File: src/rtl/fifo_vr_if.sv
`default_nettype none
// ---------------------------------------------------------------------------
// fifo_vr_if : valid/ready/data handshake bundle for one side of fifo_vr. Rev 1.0
// ---------------------------------------------------------------------------
interface fifo_vr_if #(
  parameter int WIDTH = 64
);
  logic             valid;
  logic             ready;
  logic [WIDTH-1:0] data;

  modport master (output valid, output data, input ready);
  modport slave  (input valid, input data, output ready);
endinterface
`default_nettype wire

File: src/rtl/fifo_vr.sv
`default_nettype none
// ---------------------------------------------------------------------------
// fifo_vr : synchronous valid/ready FIFO, any depth, optional output register. Rev 1.0
// ---------------------------------------------------------------------------
module fifo_vr #(
  parameter  int WIDTH     = 64,
  parameter  int DEPTH     = 16,
  parameter  int REG_OUT   = 0,
  parameter  int AF_THRESH = DEPTH - 2,
  parameter  int AE_THRESH = 2,
  localparam int CW        = $clog2(DEPTH + REG_OUT + 1)
) (
  input  logic          clk,
  input  logic          rst_n,
  input  logic          flush,
  input  logic          clr_hwm,
  fifo_vr_if.slave      in_if,
  fifo_vr_if.master     out_if,
  output logic [CW-1:0] count,
  output logic          almost_full,
  output logic          almost_empty,
  output logic [CW-1:0] hwm
);

  localparam int              PW    = (DEPTH > 1) ? $clog2(DEPTH) : 1;
  localparam int              RW    = $clog2(DEPTH + 1);
  localparam logic [PW-1:0]   LAST  = PW'(DEPTH - 1);
  localparam logic [RW-1:0]   RFULL = RW'(DEPTH);

  logic [WIDTH-1:0] ram [DEPTH];
  logic [PW-1:0]    rd_ptr, wr_ptr;
  logic [RW-1:0]    ram_cnt;
  logic             push, pop, ram_we, ram_rd;
  logic [CW-1:0]    count_next;
  int               count_i;

  // Explicit wrap so non-power-of-two depths never index past the last entry.
  function automatic logic [PW-1:0] incr(input logic [PW-1:0] p);
    return (p == LAST) ? '0 : p + PW'(1);
  endfunction

  assign in_if.ready = !flush && (ram_cnt < RFULL);
  assign push        = in_if.valid && in_if.ready;
  assign pop         = out_if.valid && out_if.ready;
  assign count_next  = flush ? '0 : count + CW'(push) - CW'(pop);

  assign count_i      = int'(count);
  assign almost_full  = (count_i >= AF_THRESH);
  assign almost_empty = (count_i <= AE_THRESH);

  generate
    if (REG_OUT != 0) begin : g_reg_out
      logic             oreg_valid;
      logic [WIDTH-1:0] oreg_data;
      logic             load;
      logic             bypass;

      // The register refills whenever it is empty or drained; with the RAM empty
      // the incoming word goes straight into it so a stream never bubbles.
      assign load   = !flush && (!oreg_valid || pop);
      assign bypass = load && (ram_cnt == '0);
      assign ram_rd = load && (ram_cnt != '0);
      assign ram_we = push && !bypass;

      always_ff @(posedge clk or negedge rst_n) begin
        if (!rst_n) begin
          oreg_valid <= 1'b0;
          oreg_data  <= '0;
        end else if (flush) begin
          oreg_valid <= 1'b0;
        end else if (load) begin
          oreg_valid <= (ram_cnt != '0) || push;
          if (ram_cnt != '0)
            oreg_data <= ram[rd_ptr];
          else if (push)
            oreg_data <= in_if.data;
        end
      end

      assign out_if.valid = !flush && oreg_valid;
      assign out_if.data  = oreg_data;
    end else begin : g_fwft
      assign ram_rd       = pop;
      assign ram_we       = push;
      assign out_if.valid = !flush && (ram_cnt != '0);
      assign out_if.data  = ram[rd_ptr];
    end
  endgenerate

  always_ff @(posedge clk or negedge rst_n) begin
    if (!rst_n) begin
      rd_ptr  <= '0;
      wr_ptr  <= '0;
      ram_cnt <= '0;
      count   <= '0;
      hwm     <= '0;
    end else begin
      count <= count_next;
      hwm   <= (clr_hwm || (count_next > hwm)) ? count_next : hwm;
      if (flush) begin
        rd_ptr  <= '0;
        wr_ptr  <= '0;
        ram_cnt <= '0;
      end else begin
        if (ram_we) wr_ptr <= incr(wr_ptr);
        if (ram_rd) rd_ptr <= incr(rd_ptr);
        ram_cnt <= ram_cnt + RW'(ram_we) - RW'(ram_rd);
      end
    end
  end

  always_ff @(posedge clk) begin
    if (ram_we) ram[wr_ptr] <= in_if.data;
  end

endmodule
`default_nettype wire
File: src/flat_wrapper.sv
// flat-port wrapper written by rule: the top's interface ports become plain ports
module fifo_vr_flat 
#(
  parameter  int WIDTH     = 64,
  parameter  int DEPTH     = 16,
  parameter  int REG_OUT   = 0,
  parameter  int AF_THRESH = DEPTH - 2,
  parameter  int AE_THRESH = 2,
  localparam int CW        = $clog2(DEPTH + REG_OUT + 1)
)
  (clk, rst_n, flush, clr_hwm, count, almost_full, almost_empty, hwm, in_if_valid, in_if_data, in_if_ready, out_if_valid, out_if_data, out_if_ready);
  fifo_vr_if #(.WIDTH(WIDTH)) in_if_i ();
  fifo_vr_if #(.WIDTH(WIDTH)) out_if_i ();
  input  logic clk;
  input  logic rst_n;
  input  logic flush;
  input  logic clr_hwm;
  output logic [CW-1:0] count;
  output logic almost_full;
  output logic almost_empty;
  output logic [CW-1:0] hwm;
  input wire logic [$bits(in_if_i.valid)-1:0] in_if_valid;
  input wire logic [$bits(in_if_i.data)-1:0] in_if_data;
  output wire logic [$bits(in_if_i.ready)-1:0] in_if_ready;
  output wire logic [$bits(out_if_i.valid)-1:0] out_if_valid;
  output wire logic [$bits(out_if_i.data)-1:0] out_if_data;
  input wire logic [$bits(out_if_i.ready)-1:0] out_if_ready;
  assign in_if_i.valid = in_if_valid;
  assign in_if_i.data = in_if_data;
  assign in_if_ready = in_if_i.ready;
  assign out_if_valid = out_if_i.valid;
  assign out_if_data = out_if_i.data;
  assign out_if_i.ready = out_if_ready;
  fifo_vr #(.WIDTH(WIDTH), .DEPTH(DEPTH), .REG_OUT(REG_OUT), .AF_THRESH(AF_THRESH), .AE_THRESH(AE_THRESH)) u_core (.clk(clk), .rst_n(rst_n), .flush(flush), .clr_hwm(clr_hwm), .in_if(in_if_i), .out_if(out_if_i), .count(count), .almost_full(almost_full), .almost_empty(almost_empty), .hwm(hwm));
endmodule
File: config.mk
export PLATFORM = sky130hd
export DESIGN_NAME = fifo_vr_flat
export DESIGN_NICKNAME = d
export VERILOG_FILES = /design/src/rtl/fifo_vr_if.sv /design/src/rtl/fifo_vr.sv /design/src/flat_wrapper.sv
export SDC_FILE = /design/constraint.sdc
export NUM_CORES = 1
export LEC_CHECK = 0
export BUFFER_PORTS_ARGS = -buffer_cell sky130_fd_sc_hd__buf_2
export CAP_MARGIN = 20
export CORE_UTILIZATION = 42
export DETAILED_ROUTE_END_ITERATION = 8
export PLACE_DENSITY_LB_ADDON = 0.1
export SLEW_MARGIN = 20
export SYNTH_ARGS = -nofsm -noshare
export SYNTH_HDL_FRONTEND = slang
export SYNTH_SLANG_ARGS = --single-unit
File: constraint.sdc
create_clock -name clk -period 16.98 [get_ports clk]
set_input_delay 3.396 -clock clk [delete_from_list [all_inputs] [get_ports clk]]
set_output_delay 3.396 -clock clk [all_outputs]
set_load 0.005 [all_outputs]
==> flow_summary.toml, run 1 <==
[power]
irDropWorstVdd_mv = 0.0856
p_seq_share_pct = 46.5
p_sw_mw = 1.55
powerDensity_mw_per_mm2 = 137
p_comb_share_pct = 16.3
leakage_nw = 14.9
swShare_pct = 24.5
pwr-share-clk_pct = 37.2
p_int_mw = 4.78

[global_routing]
grt_pass1_wl_um = 142000
grt_max_degree = 112
grt_overflow = 0
grt_pass1_vias = 20600
grt_usage_pct = 19.9
antenna_found_initial = 11

[worst_hold_path]
min-delay-path-class = "flip-flop to flip-flop"

[timing]
relSlewSlack_pct = 28.2
setup_tns_ps = 0
finalMaxSlewViolations = 0
setup_viol = 0
fin_crit_sh_pct = 50.6
worst_pin_slew_ps = 1080
rsz0062_at_grt = "no"
max_freq_ghz = 0.116
postLayoutSetupSlackWorst_ps = 8390
clock_skew_ps = 17.3
hold_viol = 0
period_minus_slack_ps = 8590

[place]
globalplace.congestion = 0.711
hpwl_um = 47600
placedCellCount = 3356
place_ws_ps = 9040
port_buffers = 147
place_area_mm2 = 0.0428

[logic_synthesis]
synthFlopType = "edfxtp_1"
syn_avg_cell_area_um2 = 20.3
synth_top_area_share_pct = 75.1
synth_cells = 2013
synth-edff-count = 1024
synth_warnings = 0
ys_seq_elements = 1047
synth_cell_types = 48
ys_top_cells_by_count = "1024 x edfxtp_1, 256 x mux2i_1, 128 x mux4_2"
async_reset_ff_share_pct = 2.20
syn_area_mm2 = 0.0409
netlist.top_cell.by_area = "edfxtp_1"
synth.area.top_cells = "edfxtp_1 75%, mux4_2 7.0%, mux2i_1 6.3%, a221oi_1 2.2%, dfrtp_1 1.4%"
synthesis.nets = 2111
yosysMostFrequentCell = "edfxtp_1"
seq_area_frac_synth_pct = 76.6

[clocking]
htreeDepth = 3
clock_path_buffers = 3
cts.root.buffer_cell = "clkbuf_16"
clk_pin_slew_ps = 60
clkLatencyLatePin_ps = 680
ctsHoldBuffers = 0
clkSinkCount = 1047
ctsResizeCount = 0
numCtsBuffers = 112
tritoncts = "built"
post_cts_buffers = 0

[route]
wire_per_inst_um = 27.5
vias = 20000
viasPerCell = 5.62
ant_nets = 0
drcViolationCount = 0
drt_wl_total_um = 97700
dr.pass1.iters = 5
drtIter0Drc = 1498

[floorplan]
row_count = 114
initial_core_util_pct = 42.4
pin_count = 148
die-area_mm2 = 0.0987
coreArea_mm2 = 0.0966
die_w_um = 314
die_height_um = 314

[worst_setup_path]
path_class = "flip-flop to output port"
crit_fanout = 111
critPathRequiredTime_ps = 13580
worstPathArrival_ps = 5200
cp-start-kind = "flip-flop"
endpoint_kind = "output port"

[outcome]
outcome = "finished, final reports clean"

[cells_and_area]
layout-drive-gt1-share_pct = 22.7
design_area_mm2 = 0.0464
fin_nets = 2292
fill_cells = 7940
stdcell_count = 3557
syn_to_final_growth_pct = 13.3
final_util_pct = 48.0

[flow_run]
maxCapViolations = 0
[per-stage QoR]
stage | hold WS (ps) | power (mW)
after floorplan | 527 | 3.79
after global placement | 509 | 4.04
after detailed placement | 531 | 4.06
after CTS | 544 | 6.41
after global routing | 565 | 6.59
final | 538 | 6.33
[kinds of logic (layout without fill, tap and decap cells)]
| group | Yosys count | count (layout) | share of synthesized area (%) |
|---|---|---|---|
| other | 0 | 1 | 0 |
| and+or+nand+nor | 122 | 122 | 1.34 |
| AOI/OAI and AO/OA | 280 | 280 | 5.51 |
| buffers and inverters | 139 | 406 | 2.07 |
| xor gates and xnor gates | 6 | 6 | 0.128 |
| muxes | 391 | 391 | 13.5 |
| adders and majority gates | 28 | 28 | 0.893 |
| DFF | 1047 | 1047 | 76.6 |
[critical path: stages (launching register included)]
cell and delay [ps]:
dfrtp_4 870, buf_4 730, buf_12 700, buf_4 860, mux4_2 600, a22oi_1 180
nand2_1 150, buf_2 160
[placed cells by master (no fill, tap or decap), drive strengths merged, types with 2 or more instances in the layout]
cell,instances
mux4,128
a31o,2
nand3,3
fa,2
and2,10
bufinv,11
nor2,15
a22oi,64
and3,5
xor2,3
a21oi,7
buf,179
clkinv,56
dfrtp,23
o31ai,2
nor2b,4
mux2,7
o21bai,2
nand4,2
edfxtp,1024
nor3,2
a221oi,128
ha,26
and4,3
clkinvlp,2
nand2,74
clkbuf,128
xnor2,3
mux2i,256
o21ai,67
inv,30
[sequential cells by signal, summed over array words and instances, names as in the netlist]
| register | cells |
|---|---|
| u_core.wr_ptr | 4 |
| u_core.ram | 1024 |
| u_core.count | 5 |
| u_core.hwm | 5 |
| u_core.ram_cnt | 5 |
| u_core.rd_ptr | 4 |
[power by group through the flow]
stage                     sequential [mW]  clock, mW  combinational [mW]
after detailed placement             3.00          0                1.06
after global routing                 2.95       2.50                1.13
final                                2.94       2.35                1.03
after global placement               3.00          0                1.04
after floorplan                      2.96          0               0.831
after CTS                            2.95       2.41                1.06
[final cells by class]
type	count	area, µm²	area share, %
inverters	27	104	0.224
diodes	1	2.50	0.00540
multi-input cells	827	8810	19.0
clock buffers	128	2930	6.31
well taps	1276	1600	3.44
repair buffers	179	988	2.13
flip-flops and latches	1047	31300	67.6
clock inverters	72	612	1.32
[per-layer routing]
| layer | global-route usage (%) | share of wire [%] | vias to the layer above |
|---|---|---|---|
| met2 | 32.9 | 49 | 445 |
| met4 | 5.60 | 2.5 | 10 |
| li1 | - | - | 8753 |
| met1 | 27.1 | 44 | 10600 |
| met3 | 3.39 | 4.2 | 160 |
| met5 | 0 | 0.068 | - |
[path summary, 6_finish.rpt]
check                                  start                to  slack (ps)  depth (start not counted)
hold / removal                 u_core.hwm[4]     u_core.hwm[4]         540                          1
setup / recovery            u_core.rd_ptr[0]   out_if_data[49]        8390                          7
setup reg to reg           u_core.ram_cnt[3]     u_core.hwm[3]       12520                         18
hold reg to reg                u_core.hwm[4]     u_core.hwm[4]         540                          1
min in group asynchronous              rst_n   u_core.count[2]        2730                          1
max in group asynchronous              rst_n  u_core.rd_ptr[3]       13830                          1
Power figures use the tool's default switching activity.
==> run 2: changes to the inputs <==
clock period = 7.4 ns   (was 16.98 ns; I/O delays follow)
==> flow_summary.toml, run 2 (synthesis results as in run 1) <==
[floorplan]
pin_count = 148
coreArea_mm2 = 0.0966
die-area_mm2 = 0.0987
die_w_um = 314
row_count = 114
initial_core_util_pct = 42.4
die_height_um = 314

[clocking]
clkSinkCount = 1047
clkLatencyLatePin_ps = 680
ctsResizeCount = 0
numCtsBuffers = 109
tritoncts = "built"
cts.root.buffer_cell = "clkbuf_16"
clk_pin_slew_ps = 60
post_cts_buffers = 0
clock_path_buffers = 3
htreeDepth = 3
ctsHoldBuffers = 0

[power]
swShare_pct = 25.0
irDropWorstVdd_mv = 0.223
p_comb_share_pct = 17.0
p_seq_share_pct = 47.5
p_sw_mw = 3.55
p_int_mw = 10.6
powerDensity_mw_per_mm2 = 307
pwr-share-clk_pct = 35.5
leakage_nw = 14.8

[worst_hold_path]
min-delay-path-class = "flip-flop to flip-flop"

[cells_and_area]
largest_register_ffs = 1024
top_register = "u_core.ram"
layout_commonest_cell = "edfxtp_1"
layout-drive-gt1-share_pct = 22.2
syn_to_final_growth_pct = 12.9
stdcell_count = 3552
mostFrequentLayoutCells = "1024 x edfxtp_1, 256 x mux2i_1, 147 x buf_2"
fin_nets = 2286

[outcome]
outcome = "finished, final reports clean"

[global_routing]
antenna_found_initial = 14
grt_overflow = 0
grt_max_degree = 103
grt_pass1_wl_um = 140000
grt_pass1_vias = 20700
grt_usage_pct = 19.5

[timing]
max_freq_ghz = 0.180
clock_skew_ps = 22.3
worst_pin_slew_ps = 1070
rsz0062_at_grt = "no"
hold_viol = 0
fin_crit_sh_pct = 74.9
hold_ws_ps = 541
finalMaxSlewViolations = 0
relSlewSlack_pct = 28.5
period_minus_slack_ps = 5540
setup_viol = 0
setup_tns_ps = 0

[worst_setup_path]
crit_buf_inv = 2
cp_top_family = "simple AND/OR/NAND/NOR gates"
cpMaxStageDelayCell = "nor2b_4"
endpoint_kind = "output port"
cpPeakStageDelay_ps = 950
worstPathArrival_ps = 4060
crit_fanout = 98
cp_cell_sequence = "nor2b_4, buf_12, a221oi_1, o21ai_0, nand2_1, buf_2"
path_class = "flip-flop to output port"
critPathRequiredTime_ps = 5920
cp-start-kind = "flip-flop"

[flow_run]
maxCapViolations = 0

[route]
drt_wl_total_um = 95800
route.met2.wl_um = 48100
dr.pass1.iters = 5
wl_met1_um = 41100
drtIter0Drc = 1394
viasPerCell = 5.59
vias = 19900
dr_wl_met3_um = 4630
drcViolationCount = 0
dr.max_layer_used = "met5"
ant_nets = 0
wire_per_inst_um = 27.0

[place]
placedCellCount = 3353
globalplace.congestion = 0.733
hpwl_um = 46600
port_buffers = 147
-- run 2: cell types whose count changed in the layout (fill, tap and decap cells not counted), sizes merged --
| cell | change |
|---|---|
| inv | +1 |
| clkinv | -5 |
| clkbuf | +4 |
| bufinv | -7 |
| buf | -3 |
| clkinvlp | +5 |
-- run 2: power by group through the flow --
stage               logic (mW)  registers [mW]  clock network (mW)
global placement          2.40            6.89                   0
finish                    2.40            6.74                5.04
floorplan                 1.91            6.79                   0
global route              2.64            6.75                5.38
detailed placement        2.46            6.87                   0
CTS                       2.47            6.74                5.16
-- run 2: worst reg2reg max path: stages, from the launching register on --
cell and delay [ps]:
dfrtp_1 380, inv_1 100, ha_1 140, or4b_1 510, nand3_1 230, inv_1 100
ha_1 280, inv_1 50, ha_1 160, inv_1 60, fa_1 420, o21bai_1 160
a21oi_1 90, mux2_2 290, ha_1 320, a211oi_1 220, o221ai_1 140, o21ai_1 270
mux2_2 390
-- run 2: metrics by stage --
stage | instance area, µm² | utilization (%) | setup slack [ps] | power (mW)
2_1_floorplan | 40900 | - | 477 | 8.70
3_3_place_gp | 42900 | 44.4 | 2250 | 9.29
3_5_place_dp | 42900 | 44.4 | 2150 | 9.33
4_1_cts | 46200 | 47.8 | 1800 | 14.4
5_1_grt | 46200 | 47.8 | 1680 | 14.8
6_report | 46200 | 47.8 | 1860 | 14.2
-- run 2: path summary, 6_finish.rpt --
kind	from	to	slack, ps	depth (start not counted)
max in group asynchronous	rst_n	u_core.rd_ptr[2]	6200	1
min in group asynchronous	rst_n	u_core.count[2]	790	1
worst max register to register	u_core.ram_cnt[2]	u_core.hwm[4]	2990	18
worst max-delay path	u_core.rd_ptr[2]	out_if_data[16]	1860	6
worst min-delay path	u_core.hwm[3]	u_core.hwm[3]	540	1
worst min register to register	u_core.hwm[3]	u_core.hwm[3]	540	1
-- run 2: cell type report --
type                       instances  area [µm²]
antenna                            1        2.50
clock buffer                     132        2840
clock inverter                    66         433
fill                            7942       50400
inverter                          27         104
multi-input combinational        827        8810
sequential                      1047       31300
tap                             1276        1600
timing repair buffer             176        1060
-- run 2: layer usage --
layer | vias up | GRT usage (%)
met5 | - | 0
met4 | 14 | 4.66
met3 | 142 | 3.66
met2 | 415 | 33.1
met1 | 10500 | 26.1
li1 | 8760 | -
==> run 3: changes to the inputs <==
clock period = 5 ns   (was 7.4 ns; I/O delays follow)
==> flow_summary.toml, run 3 (synthesis results as in run 1) <==
[outcome]
outcome = "finished, violations left"
failed_checks = "design-rule violations"

[cells_and_area]
layout.area.seq_mm2 = 0.0313
syn_to_final_growth_pct = 14.9
mostFrequentLayoutCells = "1024 x edfxtp_1, 256 x mux2i_1, 147 x buf_2"
fin_nets = 2324
final_util_pct = 48.7
multi_input_area_mm2 = 0.00881
largest_register_ffs = 1024
stdcell_count = 3594
layout-drive-gt1-share_pct = 24.1
layout_commonest_cell = "edfxtp_1"
design_area_mm2 = 0.0470
top_register = "u_core.ram"
fill_cells = 7897

[worst_setup_path]
cp_top_family = "adder cells"
crit_fanout = 6
cpMaxStageDelayCell = "or4b_1"
endpoint_kind = "flip-flop"
critPathRequiredTime_ps = 5540
cpPeakStageDelay_ps = 460
r2r_slack_ps = 560
cp_cell_sequence = "inv_1, ha_1, or4b_1, nand3_1, inv_1, ha_1, inv_1, ha_1, inv_1, fa_1, o21bai_1, a21oi_1, mux2_2, ha_1, a211oi_1, o221ai_1, o21ai_1, mux2_2"
worstPathArrival_ps = 4980
crit_buf_inv = 4
cp-start-kind = "flip-flop"
path_class = "flip-flop to flip-flop"

[route]
vias = 20000
drt_wl_total_um = 97600
ant_nets = 0
dr.pass1.iters = 7
viasPerCell = 5.57
wire_per_inst_um = 27.1
drtIter0Drc = 1470
drcViolationCount = 2

[global_routing]
grt_overflow = 0
grt_pass1_wl_um = 144000
grt_usage_pct = 20.0
grt_pass1_vias = 21300
antenna_found_initial = 14
grt_max_degree = 77

[timing]
max_freq_ghz = 0.225
period_minus_slack_ps = 4440
rsz0062_at_grt = "no"
setup_viol = 0
worst_pin_slew_ps = 922
setup_tns_ps = 0
fin_crit_sh_pct = 88.7
relSlewSlack_pct = 38.5
clock_skew_ps = 21.1
finalMaxSlewViolations = 0
hold_viol = 0

[place]
globalplace.congestion = 0.720
hpwl_um = 51300
port_buffers = 147
placedCellCount = 3389
place_area_mm2 = 0.0434

[floorplan]
pin_count = 148
coreArea_mm2 = 0.0966
row_count = 114
die_w_um = 314
die-area_mm2 = 0.0987
initial_core_util_pct = 42.4
die_height_um = 314

[clocking]
tritoncts = "built"
numCtsBuffers = 111
clock_path_buffers = 3
clk_pin_slew_ps = 50
post_cts_buffers = 0
ctsResizeCount = 0
clkLatencyLatePin_ps = 680
clkSinkCount = 1047
ctsHoldBuffers = 0
cts.root.buffer_cell = "clkbuf_16"
htreeDepth = 3

[power]
powerDensity_mw_per_mm2 = 463
irDropWorstVdd_mv = 0.263
p_total_mw = 21.8
leakage_nw = 15.2

[flow_run]
maxCapViolations = 0

[worst_hold_path]
min-delay-path-class = "input pin to asynchronous set/reset pin"
run 3: through the flow:
stage	setup WS, ps	hold WS [ps]
final	563	326
after global routing	339	349
after CTS	429	301
after detailed placement	385	526
after global placement	462	524
after floorplan	16.9	527
run 3: power breakdown:
group	internal, mW	switching [mW]	leakage (nW)
registers	9.81	0.136	9.52
clock network	4.79	3.32	1.78
logic	1.78	1.93	3.95
run 3: cell type report:
| type | count | share of cell area, % |
|---|---|---|
| diodes | 2 | 0.0106 |
| clock buffers | 130 | 6.15 |
| flip-flops and latches | 1047 | 66.6 |
| well taps | 1276 | 3.40 |
| inverters | 27 | 0.221 |
| repair buffers | 212 | 3.34 |
| multi-input cells | 827 | 18.7 |
| clock inverters | 73 | 1.49 |
run 3: metal layers:
| metal | wire length, µm | GRT usage, % | up-vias | share of wire [%] |
|---|---|---|---|---|
| li1 | - | - | 8825 | - |
| met1 | 42200 | 26.9 | 10600 | 43 |
| met2 | 49000 | 33.9 | 446 | 50 |
| met3 | 4380 | 3.15 | 139 | 4.5 |
| met4 | 1880 | 5.23 | 8 | 1.9 |
| met5 | 52 | 0 | - | 0.053 |
run 3: worst register-to-register path: cells and delay by family, from the launching register on:
kind | cells | cell delay (ps)
adder cells (fa/ha/maj) | 5 | 1330
AO/OA/AOI/OAI | 5 | 910
multiplexers | 2 | 700
AND/OR/NAND/NOR | 2 | 680
flip-flops | 1 | 380
buffers and inverters | 4 | 330
run 3: worst paths after layout:
kind	startpoint	endpoint	depth (start not counted)
min in group clk	u_core.hwm[4]	u_core.hwm[4]	1
max in group asynchronous	rst_n	u_core.rd_ptr[1]	1
min reg2reg	u_core.hwm[4]	u_core.hwm[4]	1
min	rst_n	u_core.hwm[3]	1
max	u_core.ram_cnt[2]	u_core.hwm[3]	18
max reg2reg	u_core.ram_cnt[2]	u_core.hwm[3]	18
